## config.mk

```make
export PLATFORM = sky130hd
export DESIGN_NAME = ifu_fetch
export DESIGN_NICKNAME = d
export VERILOG_FILES = /design/src/rtl/ifu_fetch_pkg.sv /design/src/rtl/ifu_pc_reg.sv /design/src/rtl/ifu_fetch.sv
export SDC_FILE = /design/constraint.sdc
export NUM_CORES = 1
export LEC_CHECK = 0
export ABC_AREA = 0
export CAP_MARGIN = 10
export CORE_UTILIZATION = 42
export DETAILED_ROUTE_END_ITERATION = 6
export PLACE_DENSITY = 0.92
export REMOVE_ABC_BUFFERS = 1
export SLEW_MARGIN = 20
export SYNTH_ARGS = -nofsm -noshare
export SYNTH_HDL_FRONTEND = slang
export SYNTH_SLANG_ARGS = --single-unit
```

## constraint.sdc

```tcl
create_clock -name clk -period 3.2 [get_ports clk]
set_input_delay 0.48 -clock clk [delete_from_list [all_inputs] [get_ports clk]]
set_output_delay 0.48 -clock clk [all_outputs]
set_load 0.02 [all_outputs]
```

## src/rtl/ifu_fetch_pkg.sv

```systemverilog
// Shared configuration for the instruction-fetch front end.
// Holds the width defaults, the reset PC and the 3-bit FSM state encoding.
package ifu_fetch_pkg;

   localparam int          ISA_WIDTH_DEF = 32;
   localparam logic [31:0] RESET_PC_DEF  = 32'h8000_0000;
   localparam int          INST_WIDTH    = 32;

   localparam logic [2:0] ST_IDLE  = 3'd0;
   localparam logic [2:0] ST_REQ   = 3'd1;
   localparam logic [2:0] ST_WAIT  = 3'd2;
   localparam logic [2:0] ST_HOLD  = 3'd3;
   localparam logic [2:0] ST_EXEC  = 3'd4;
   localparam logic [2:0] ST_FAULT = 3'd5;

   // Instructions are word aligned, so the two low PC bits must be clear.
   function automatic logic pc_is_aligned(input logic [1:0] pc_low);
      return (pc_low == 2'b00);
   endfunction

endpackage

```

## src/rtl/ifu_pc_reg.sv

```systemverilog
// Architectural PC register with asynchronous reset to the boot address.
// The fetch FSM decides when a new PC is committed through load_en.
module ifu_pc_reg
   import ifu_fetch_pkg::*;
#(
   parameter int                 WIDTH     = ISA_WIDTH_DEF,
   parameter logic [WIDTH-1:0]   RESET_VAL = WIDTH'(RESET_PC_DEF)
) (
   input  logic             clk,
   input  logic             rst,
   input  logic             load_en,
   input  logic [WIDTH-1:0] load_val,
   output logic [WIDTH-1:0] pc_q
);

   logic [WIDTH-1:0] pc_d;

   always_comb begin
      pc_d = pc_q;
      if (load_en) begin
         pc_d = load_val;
      end
   end

   always_ff @(posedge clk or posedge rst) begin
      if (rst) begin
         pc_q <= RESET_VAL;
      end else begin
         pc_q <= pc_d;
      end
   end

endmodule

```

## src/rtl/ifu_fetch.sv

```systemverilog
// Instruction-fetch front end: owns the PC, issues one memory request per
// instruction, holds the fetched word for decode and halts on any fault.
module ifu_fetch
   import ifu_fetch_pkg::*;
#(
   parameter int                   ISA_WIDTH = ISA_WIDTH_DEF,
   parameter logic [ISA_WIDTH-1:0] RESET_PC  = ISA_WIDTH'(RESET_PC_DEF)
) (
   input  logic                  clk,
   input  logic                  rst,
   input  logic [ISA_WIDTH-1:0]  pc_in,
   input  logic                  pc_w_en,
   output logic [ISA_WIDTH-1:0]  pc_out,
   output logic                  imem_req_valid,
   output logic [ISA_WIDTH-1:0]  imem_req_addr,
   input  logic                  imem_req_ready,
   input  logic                  imem_resp_valid,
   input  logic [INST_WIDTH-1:0] imem_resp_data,
   input  logic                  imem_resp_err,
   output logic                  inst_valid,
   output logic [INST_WIDTH-1:0] inst,
   input  logic                  inst_ready,
   output logic                  fetch_fault
);

   logic [2:0]            state_q, state_d;
   logic [INST_WIDTH-1:0] inst_q, inst_d;
   logic                  pc_load;
   logic [ISA_WIDTH-1:0]  pc_q;

   ifu_pc_reg #(
      .WIDTH     (ISA_WIDTH),
      .RESET_VAL (RESET_PC)
   ) u_pc_reg (
      .clk      (clk),
      .rst      (rst),
      .load_en  (pc_load),
      .load_val (pc_in),
      .pc_q     (pc_q)
   );

   // pc_w_en only matters in EXEC; every other state ignores it, which keeps
   // the PC stable for the whole life of an outstanding fetch.
   always_comb begin
      state_d = state_q;
      inst_d  = inst_q;
      pc_load = 1'b0;
      case (state_q)
         ST_IDLE: begin
            state_d = ST_REQ;
         end
         ST_REQ: begin
            if (imem_req_ready) begin
               state_d = ST_WAIT;
            end
         end
         ST_WAIT: begin
            if (imem_resp_valid) begin
               if (imem_resp_err) begin
                  state_d = ST_FAULT;
               end else begin
                  inst_d  = imem_resp_data;
                  state_d = ST_HOLD;
               end
            end
         end
         ST_HOLD: begin
            if (inst_ready) begin
               state_d = ST_EXEC;
            end
         end
         ST_EXEC: begin
            if (pc_w_en) begin
               if (pc_is_aligned(pc_in[1:0])) begin
                  pc_load = 1'b1;
                  state_d = ST_REQ;
               end else begin
                  state_d = ST_FAULT;
               end
            end
         end
         ST_FAULT: begin
            state_d = ST_FAULT;
         end
         default: begin
            state_d = ST_FAULT;
         end
      endcase
   end

   always_ff @(posedge clk or posedge rst) begin
      if (rst) begin
         state_q <= ST_IDLE;
         inst_q  <= '0;
      end else begin
         state_q <= state_d;
         inst_q  <= inst_d;
      end
   end

   // Outputs decode straight from state flops, so an async reset clears them
   // in the same cycle without waiting for a clock edge.
   always_comb begin
      pc_out         = pc_q;
      imem_req_addr  = pc_q;
      imem_req_valid = (state_q == ST_REQ);
      inst_valid     = (state_q == ST_HOLD);
      inst           = inst_q;
      fetch_fault    = (state_q == ST_FAULT);
   end

endmodule

```

==> flow_summary_export.csv, run 1 <==
group,metric,value,unit
run_status,status,"finished clean",
clocking,root_buffer,"clkbuf_8",
grt,met3_usage,3.92,%
critical_path,crit_chain,"nor3b_1 > clkdlybuf4s50_1",
floorplanning,io_pins,170,
yosys,synth_top_family_by_area,"multiplexers",
yosys,synthCells,192,
clocking,clkTransAtPathRegs,0.07,ns
final_layout,drive_gt1_share,26.0,%
timing,relSlewSlack,60.3,%
drt,drc,0,
timing,fin_crit,2.30,ns
critical_path,crit_path_start_kind,"register",
critical_path,slowest_stage,"clkdlybuf4s50_1",
drt,vias,1951,
final_layout,n_antenna_cell,0,
floorplanning,dieArea,7810,µm²
placed_design,placed_cell_area,4640,µm²
grt,grt_max_degree,68,
grt,antenna_found_initial,0,
floorplanning,start_util,43.4,%
placed_design,numPortBuffers,169,
yosys,ys_types,24,
hold_path,hold_depth,1,
grt,grtUsageMet2,33.7,%
floorplanning,placementRows,31,
grt,busiest_layer,"met2",
critical_path,ff2ff_setup_slack,1.15,ns
placed_design,gp_congestion,0.651,
critical_path,r2r-end,"u_pc_reg.pc_q[24]$_DFFE_PP0P_",
yosys,yosysSeqAreaShare,53.5,%
pwr,finalPower,0.00398,W
yosys,synth-xor-area-share,0,%
final_layout,n_fill_cell,542,
timing,fin_crit_sh,71.9,%
drt,drt_iter0_markers,44,
yosys,synth_compound_area_share,1.28,%
pwr,p_leak,2.22,nW
floorplanning,core,7210,µm²
critical_path,r2r_start,"state_q[0]$_DFFE_PP0P_",
timing,rsz0062_at_grt,"no",
drt,vias_per_cell,4.45,
clocking,holdBufCountCts,0,
grt,gr-total-overflow,0,
drt,routedWlPerCell,16.3,µm
critical_path,r2r_cells,3,
clocking,cts_buffers,9,
critical_path,critPathMaxStageDelay,0.63,ns
placed_design,place_hpwl,5.27,mm
timing,worst_slew_pin_slew,0.596,ns
timing,fmax,435,MHz
final_layout,syn2layout_area_growth,55.2,%
floorplanning,die_x,88.4,µm
yosys,ys_ff_latch,67,
critical_path,critPathCaptureType,"output port",
final_layout,nets,405,
drt,dr.pass1.iters,3,
yosys,yosys.area_share.simple,4.03,%
yosys,syn-cell-area,3130,µm²
critical_path,cp_max_fo,11,
timing,clock_skew,0.0104,ns
yosys,synthAdderAreaFrac,0,%
pwr,p_per_area,817,nW/µm²
hold_path,hold_class,"reg -> reg",
clocking,post-cts-setup-buffer-count,0,
clocking,cts_tree,"built",
grt,grt_pass1_wl,10.8,mm
drt,finalWirelength,7.12,mm
clocking,h-tree-depth,3,
hold_path,holdCritStartpoint,"inst[8]$_DFFE_PP0P_",
clocking,cts_resized,0,
timing,setup_violations,0,
final_layout,stdcell_area,4870,µm²
critical_path,critical_path_arrival,1.82,ns
timing,final_hold_viol_count,0,
critical_path,worst-setup-path-type,"reg -> out",
clocking,clk_latency,0.33,ns
yosys,muxShareOfSynthArea,29.5,%
yosys,yosys_warnings,0,
timing,drv_slew,0,
grt,grt_pass1_vias,2029,
hold_path,min_to,"inst[8]$_DFFE_PP0P_",
drt,postRouteAntennaNets,0,
yosys,avgSynthCellArea,16.3,µm²
grt,use_met1,22.2,%
floorplanning,dieHeight,88.4,µm
pwr,ir_worst_vdd,0.000373,V
grt,grt_use_total,18.9,%
critical_path,required,2.72,ns
clocking,cts.sinks,67,
job,maxCapViolations,0,
clocking,clk_path_buf_depth,2,
==> layer usage <==
layer  vias to the layer above  part of all wire [%]
li1                        902                     -
met2                        70                    55
met3                         7                   5.5
met1                       972                    39
met4                         0                   1.1
met5                         -                     0
==> sequential cells by signal, summed over array words and instances, names as in the netlist <==
name and flops:
inst 32, u_pc_reg.pc_q 32, state_q 3
==> cells in the final DEF, fill, tap and decap left out, drive strengths merged <==
cell           synthesis  final
clkbuf                 0     10
a21oi                  3      3
bufinv                 0      2
inv                    3      3
a21boi                 1      1
mux2i                  1      1
a32o                   1      1
clkdlybuf4s50          0    169
dfstp                  1      1
clkinv                 0      2
nor2b                  1      1
or3b                   1      1
dfrtp                 66     66
and3b                  1      1
nor2                   1      1
nand3b                 2      2
nor4bb                 1      1
and2                   3      3
mux2                  62     62
buf                   40      2
nor3b                  2      2
clkinvlp               0      2
nor4b                  1      1
o21bai                 1      1
==> synthesized netlist by cell type <==
cell type  instances  area [µm²]
o21bai_1           1        7.51
mux2i_1            1        10.0
a21boi_0           1        7.51
buf_4             33         248
or3b_2             1        8.76
dfrtp_1           66        1650
mux2_4            58         871
mux2_2             4        45.0
nand3b_1           1        7.51
and2_1             2        12.5
dfstp_2            1        26.3
buf_12             3        60.1
a32o_1             1        10.0
inv_1              3        11.3
nand3b_4           1        20.0
buf_6              4        45.0
nor3b_1            2        15.0
a21oi_1            3        15.0
and3b_1            1        8.76
nor4b_4            1        23.8
nor2b_2            1        8.76
nor2_1             1        3.75
and2_2             1        7.51
nor4bb_1           1        10.0
==> cell families (layout without fill, tap and decap cells) <==
| family | Yosys count | after routing |
|---|---|---|
| buffers and inverters | 43 | 190 |
| AND/OR/NAND/NOR | 13 | 13 |
| flip-flops | 67 | 67 |
| multiplexers | 63 | 63 |
| AO/OA/AOI/OAI | 6 | 6 |
==> through the flow <==
step / hold WS [ns] / worst slack, ns / std cells / util, % / TNS [ns]
floorplan: 0.576 / -2.95 / 152 / - / -92.09
global placement: 0.493 / 0.844 / 422 / 64.3 / 0
detailed placement: 0.493 / 0.817 / 422 / 64.3 / 0
CTS: 0.512 / 0.881 / 438 / 67.4 / 0
global route: 0.524 / 0.807 / 438 / 67.4 / 0
finish: 0.510 / 0.899 / 438 / 67.4 / 0
==> worst max-delay path by stage <==
stage                                       from                             to  slack, ns  cells past startpoint
after floorplan           state_q[2]$_DFFE_PP0P_           inst[29]$_DFFE_PP0P_      -2.95                      3
after global placement                  pc_in[1]  u_pc_reg.pc_q[27]$_DFFE_PP0P_       0.84                      4
after detailed placement                pc_in[1]  u_pc_reg.pc_q[15]$_DFFE_PP0P_       0.82                      4
after CTS                 state_q[0]$_DFFE_PP0P_                    fetch_fault       0.88                      2
after global routing      state_q[1]$_DFFE_PP0P_                     inst_valid       0.81                      3
final                     state_q[0]$_DFFE_PP0P_                    fetch_fault       0.90                      2
==> report_power, final <==
| group | switching, W | total [W] | internal, W | leakage, nW |
|---|---|---|---|---|
| Clock | 0.000323 | 0.000782 | 0.000460 | 0.108 |
| Combinational | 0.000776 | 0.00185 | 0.00108 | 1.24 |
| Sequential | 0.000221 | 0.00134 | 0.00112 | 0.876 |
| Total | 0.00132 | 0.00398 | 0.00266 | 2.22 |
==> cell type report <==
cell class | instances | area, µm² | share of cell area [%]
multi-input cells | 82 | 1110 | 22.8
clock buffers | 10 | 138 | 2.83
inverters | 3 | 11.3 | 0.231
flip-flops and latches | 67 | 1680 | 34.5
clock inverters | 6 | 88.8 | 1.83
repair buffers | 171 | 1720 | 35.3
well taps | 99 | 124 | 2.55
==> critical path, delay by kind of cell, from the launching register on <==
kind / cells / cell delay [ns]
buf+inv: 1 / 0.63
flops: 1 / 0.61
simple gates: 1 / 0.25
(Power assumes the default switching activity.)
==> inputs of run 2 (changes only) <==
--- a/config.mk
+++ b/config.mk
@@ -7,9 +7,9 @@
 export LEC_CHECK = 0
 export ABC_AREA = 0
 export CAP_MARGIN = 10
-export CORE_UTILIZATION = 42
+export CORE_UTILIZATION = 35
 export DETAILED_ROUTE_END_ITERATION = 6
-export PLACE_DENSITY = 0.92
+export PLACE_DENSITY = 0.82
 export REMOVE_ABC_BUFFERS = 1
 export SLEW_MARGIN = 20
 export SYNTH_ARGS = -nofsm -noshare
==> constraint.sdc (replaced) <==
create_clock -name clk -period 1.9 [get_ports clk]
set_input_delay 0.285 -clock clk [delete_from_list [all_inputs] [get_ports clk]]
set_output_delay 0.285 -clock clk [all_outputs]
set_load 0.02 [all_outputs]
==> run 2 against run 1 <==
Net effect:
- clock skew is 0.0024 ns lower
- first-iteration DRC count is 11% lower
- global-route usage is 3.0 points lower
- critical path type unchanged
- wire length is 1.1% higher
- final cell count is 3.0% higher
- non-clock buffer count is 4 higher
- clock-buffer cell count is 1 lower
- register-to-register slack worse by 0.97 ns
- hold slack worse by 0.34 ns
- via count is 3.6% higher
==> flow_summary_export.csv, run 2 (synthesis results as in run 1) <==
group,metric,value,unit
run_status,status,"finished clean",
timing,whs,0.173,ns
timing,finalWorstSetupSlack,0.134,ns
drt,postRouteAntennaNets,0,
drt,drc,0,
critical_path,required,1.62,ns
job,maxCapViolations,0,
timing,relSlewSlack,77.7,%
clocking,holdBufCountCts,0,
floorplanning,die_x,96.6,µm
hold_path,hold_class,"in -> async",
drt,dr.pass1.iters,4,
grt,grt_use_total,15.9,%
drt,routedWlPerCell,16.0,µm
pwr,p_comb_share,46.9,%
pwr,p_int,0.00446,W
critical_path,crit_family,"buffers and inverters",
final_layout,n_fill_cell,725,
placed_design,numPortBuffers,169,
critical_path,crit_start,"u_pc_reg.pc_q[31]$_DFFE_PP1P_",
floorplanning,io_pins,170,
final_layout,n_antenna_cell,0,
critical_path,slowest_stage,"clkdlybuf4s50_1",
critical_path,crit_chain,"clkdlybuf4s50_1",
final_layout,layout_common_cells,"166 x clkdlybuf4s50_1, 63 x dfrtp_1, 58 x mux2_4, 9 x clkbuf_8, 4 x mux2_2",
critical_path,r2r-end,"u_pc_reg.pc_q[22]$_DFFE_PP0P_",
pwr,ir_worst_vdd,0.000649,V
critical_path,worst-setup-path-type,"reg -> out",
pwr,p_leak,2.26,nW
pwr,switching_share,33.6,%
final_layout,final_cells,451,
placed_design,placed_cells,433,
timing,clock_skew,0.00801,ns
grt,grt_pass1_wl,11.7,mm
floorplanning,dieHeight,96.6,µm
clocking,clkTransAtPathRegs,0.08,ns
grt,gr-total-overflow,0,
final_layout,post-route-util,56.8,%
drt,vias,2022,
placed_design,dpl_worst_slack,-0.00817,ns
critical_path,critical_path_arrival,1.48,ns
timing,rsz0062_at_grt,"no",
floorplanning,core,8680,µm²
grt,grt_max_degree,62,
clocking,cts.sinks,67,
floorplanning,dieArea,9340,µm²
clocking,root_buffer,"clkbuf_8",
drt,finalWirelength,7.19,mm
clocking,h-tree-depth,3,
timing,fin_crit,1.77,ns
critical_path,cp_max_fo,3,
drt,drt_iter0_markers,39,
pwr,seq_power_share,33.3,%
critical_path,crit_buf_inv,1,
grt,grt_pass1_vias,2239,
drt,vias_per_cell,4.48,
critical_path,ff2ff_setup_slack,0.18,ns
timing,fin_crit_sh,92.9,%
clocking,cts_tree,"built",
critical_path,crit_path_start_kind,"register",
placed_design,gp_congestion,0.705,
pwr,switchingPower,0.00226,W
grt,antenna_found_initial,0,
timing,final_hold_viol_count,0,
timing,drv_slew,0,
timing,fmax,566,MHz
clocking,cts_buffers,9,
timing,setup_violations,0,
placed_design,place_hpwl,5.18,mm
critical_path,critPathCaptureType,"output port",
timing,finalSetupTns,0,ns
final_layout,final_common_cell,"clkdlybuf4s50_1",
floorplanning,start_util,36.1,%
critical_path,r2r_cells,5,
pwr,p_per_area,1360,nW/µm²
timing,worst_slew_pin_slew,0.335,ns
final_layout,nets,409,
clocking,clk_latency,0.34,ns
final_layout,drive_gt1_share,27.7,%
clocking,clk_path_buf_depth,2,
critical_path,r2r_start,"state_q[0]$_DFFE_PP0P_",
pwr,clockPowerShare,19.8,%
critical_path,critPathMaxStageDelay,0.60,ns
floorplanning,placementRows,34,
final_layout,syn2layout_area_growth,57.3,%
[run 2: cell count changes in the layout (fill, tap and decap cells not counted), sizes merged]
| cell | change |
|---|---|
| clkdlybuf4s50 | -3 |
| clkbuf | -1 |
| inv | +2 |
| dlygate4sd2 | +3 |
| clkinvlp | -2 |
| buf | +4 |
| clkinv | +1 |
[run 2: worst max-delay path by stage]
stage / endpoint / slack (ns) / cells after the start
global route: inst_valid / 0.07 / 3
CTS: inst_valid / 0.10 / 3
global placement: inst[29]$_DFFE_PP0P_ / 0.02 / 4
floorplan: inst[29]$_DFFE_PP0P_ / -4.25 / 3
finish: imem_req_addr[31] / 0.13 / 1
detailed placement: inst[29]$_DFFE_PP0P_ / -0.008 / 4
[run 2: power by group through the flow]
stage,Clock (W),Combinational (W),Sequential (W)
2_1_floorplan,0,0.000846,0.00297
3_3_place_gp,0,0.00310,0.00226
3_5_place_dp,0,0.00315,0.00228
4_1_cts,0.00138,0.00319,0.00226
5_1_grt,0.00144,0.00329,0.00231
6_report,0.00133,0.00315,0.00224
[run 2: timing repair]
| action | in CTS | in global routing |
|---|---|---|
| resized for setup | 6 | 0 |
| hold endpoints to repair | 0 | 0 |
| setup endpoints to repair | 3 | 0 |
| buffers inserted | 2 | 0 |
[run 2: area by class of cell]
type / instances / area [µm²] / area share [%]
inverters: 3 / 11.3 / 0.228
clock buffers: 9 / 124 / 2.51
well taps: 108 / 135 / 2.74
flip-flops and latches: 67 / 1680 / 34.1
clock inverters: 7 / 100 / 2.03
repair buffers: 175 / 1770 / 35.9
multi-input cells: 82 / 1110 / 22.5
[run 2: stage by stage]
step | power, W | cell area (µm²)
floorplan | 0.00382 | 2780
global placement | 0.00536 | 4690
detailed placement | 0.00543 | 4690
CTS | 0.00683 | 4930
global route | 0.00705 | 4930
finish | 0.00673 | 4930
[run 2: metal layers]
metal  track usage [%]  share of wire [%]  wire, µm
met1              18.3                 39      2840
met2              28.3                 55      3950
met3              3.83                4.2       301
met4              5.97                1.5       109
met5                 0                  0         0
==> inputs of run 3 (changes only) <==
--- a/config.mk
+++ b/config.mk
@@ -7,9 +7,10 @@
 export LEC_CHECK = 0
 export ABC_AREA = 0
 export CAP_MARGIN = 10
-export CORE_UTILIZATION = 35
+export CORE_UTILIZATION = 36
+export CTS_BUF_LIST = sky130_fd_sc_hd__clkbuf_4
 export DETAILED_ROUTE_END_ITERATION = 6
-export PLACE_DENSITY = 0.82
+export PLACE_DENSITY = 0.84
 export REMOVE_ABC_BUFFERS = 1
 export SLEW_MARGIN = 20
 export SYNTH_ARGS = -nofsm -noshare
==> constraint.sdc (replaced) <==
create_clock -name clk -period 1.55 [get_ports clk]
set_input_delay 0.2325 -clock clk [delete_from_list [all_inputs] [get_ports clk]]
set_output_delay 0.2325 -clock clk [all_outputs]
set_load 0.02 [all_outputs]
==> run 3 against run 2 <==
Net effect:
- the run now ends with negative setup slack left
- non-clock buffer count up 13
- clock skew up 0.0081 ns
- cell area down 1.7%
- critical path type is now reg -> reg
- largest cell class unchanged
- largest power group unchanged
- highest routed layer unchanged
==> flow_summary_export.csv, run 3 (synthesis results as in run 1) <==
group,metric,value,unit
final_layout,drive_gt1_share,31.0,%
pwr,switchingPower,0.00271,W
floorplanning,io_pins,170,
timing,relSlewSlack,72.5,%
timing,final_hold_viol_count,0,
clocking,root_buffer,"clkbuf_4",
grt,grt_max_degree,33,
critical_path,critical_path_arrival,1.94,ns
critical_path,crit_path_start_kind,"register",
pwr,p_int,0.00449,W
final_layout,stdcell_area,4850,µm²
timing,worst_slew_pin_slew,0.413,ns
placed_design,gp_congestion,0.696,
critical_path,cp_max_fo,8,
critical_path,worst-setup-path-type,"reg -> reg",
drt,vias,2083,
drt,postRouteAntennaNets,0,
clocking,cts_tree,"built",
drt,dr.pass1.iters,4,
grt,grt_pass1_vias,2220,
floorplanning,placementRows,33,
final_layout,n_fill_cell,714,
final_layout,final_common_cell,"dlygate4sd2_1",
floorplanning,die_x,95.3,µm
timing,rsz0062_at_grt,"yes",
grt,grt_pass1_wl,11.1,mm
pwr,clockPowerShare,12.8,%
grt,gr-total-overflow,0,
floorplanning,start_util,37.6,%
hold_path,hold_class,"in -> async",
final_layout,layout_common_cells,"94 x dlygate4sd2_1, 70 x clkdlybuf4s50_1, 64 x dfrtp_1, 60 x mux2_4, 14 x buf_4",
pwr,p_per_area,1480,nW/µm²
drt,drc,0,
placed_design,numPortBuffers,169,
clocking,cts.sinks,67,
timing,setup_violations,27,
clocking,holdBufCountCts,0,
pwr,p_leak,2.64,nW
timing,fin_crit_sh,107,%
pwr,seq_power_share,37.8,%
final_layout,n_antenna_cell,0,
timing,finalWorstSetupSlack,-0.105,ns
drt,drt_iter0_markers,29,
drt,finalWirelength,7.59,mm
clocking,h-tree-depth,3,
timing,fmax,604,MHz
critical_path,critPathCaptureType,"register",
timing,drv_slew,0,
grt,grt_use_total,16.3,%
run_status,violations,"negative setup slack",
clocking,clk_latency,0.39,ns
clocking,clkTransAtPathRegs,0.12,ns
floorplanning,dieHeight,95.3,µm
grt,antenna_found_initial,0,
timing,finalSetupTns,-2.11,ns
clocking,clk_path_buf_depth,2,
final_layout,syn2layout_area_growth,54.7,%
final_layout,nets,422,
drt,vias_per_cell,4.53,
pwr,switching_share,37.6,%
floorplanning,core,8340,µm²
clocking,cts_buffers,9,
drt,routedWlPerCell,16.5,µm
critical_path,required,1.83,ns
pwr,ir_worst_vdd,0.000697,V
timing,fin_crit,1.66,ns
placed_design,placed_cell_area,4740,µm²
pwr,p_comb_share,49.4,%
job,maxCapViolations,0,
placed_design,place_hpwl,5.61,mm
timing,clock_skew,0.0161,ns
run_status,status,"finished, violations left",
floorplanning,dieArea,9080,µm²
run 3: changes by cell type in the layout (fill, tap and decap cells not counted), moves of 3 or more:
cell,before,now
clkbuf_8,9,0
dlygate4sd2_1,3,94
buf_6,0,3
buf_4,3,14
clkdlybuf4s50_1,166,70
clkbuf_4,0,9
run 3: layer usage:
metal  up-vias  track usage (%)  routed length (µm)
li1        947                -                   -
met1      1053             18.9                3040
met2        69             28.6                4030
met3        14             2.95                 337
met4         0             7.95                 183
met5         -                0                   0
run 3: what timing repair did:
item,4_1_cts,5_1_grt
gates cloned,0,3
endpoints found under the setup margin,161,66
gates resized for setup,114,16
pin swaps,1,1
setup buffers,0,3
run 3: path summary, 6_finish.rpt:
| check | start | endpoint | slack [ns] | cells past startpoint |
|---|---|---|---|---|
| max | state_q[2]$_DFFE_PP0P_ | inst[10]$_DFFE_PP0P_ | -0.11 | 5 |
| min | rst | inst[29]$_DFFE_PP0P_ | 0.18 | 3 |
| max reg2reg | state_q[2]$_DFFE_PP0P_ | inst[10]$_DFFE_PP0P_ | -0.11 | 5 |
| min reg2reg | inst[12]$_DFFE_PP0P_ | inst[12]$_DFFE_PP0P_ | 0.52 | 1 |
| max in group asynchronous | rst | u_pc_reg.pc_q[31]$_DFFE_PP1P_ | 0.96 | 3 |
| min in group clk | pc_in[3] | u_pc_reg.pc_q[3]$_DFFE_PP0P_ | 0.45 | 2 |
run 3: layout make-up:
| class | count | area, µm² | share of cell area [%] |
|---|---|---|---|
| multi-input cells | 82 | 1130 | 23.3 |
| repair buffers | 188 | 1790 | 37.0 |
| flip-flops and latches | 67 | 1680 | 34.7 |
| well taps | 105 | 131 | 2.71 |
| clock buffers | 9 | 67.6 | 1.39 |
| inverters | 3 | 11.3 | 0.232 |
| clock inverters | 6 | 33.8 | 0.697 |
run 3: power groups by stage:
| stage | clock network [W] | registers (W) | logic, W |
|---|---|---|---|
| finish | 0.000922 | 0.00272 | 0.00355 |
| global route | 0.00104 | 0.00279 | 0.00377 |
| CTS | 0.000968 | 0.00273 | 0.00346 |
| detailed placement | 0 | 0.00277 | 0.00401 |
| global placement | 0 | 0.00275 | 0.00393 |
| floorplan | 0 | 0.00364 | 0.00104 |
run 3: worst max-delay path, cell delays in order (launching register included):
cell and delay, ns:
dfrtp_2 0.46, nor2b_4 0.15, nor4bb_4 0.29, buf_6 0.19
clkbuf_16 0.17, mux2_4 0.30
run 3: through the flow:
stage          cells  hold slack (ns)  total power (W)  utilization (%)  setup WS (ns)
6_report         460            0.181          0.00719             58.1         -0.105
5_1_grt          460            0.181          0.00759             58.1         -0.155
4_1_cts          454            0.157          0.00715             56.6         -0.102
3_5_place_dp     439            0.497          0.00677             56.9         -0.300
3_3_place_gp     439            0.493          0.00668             56.9         -0.275
2_1_floorplan    152            0.380          0.00468                -          -4.60
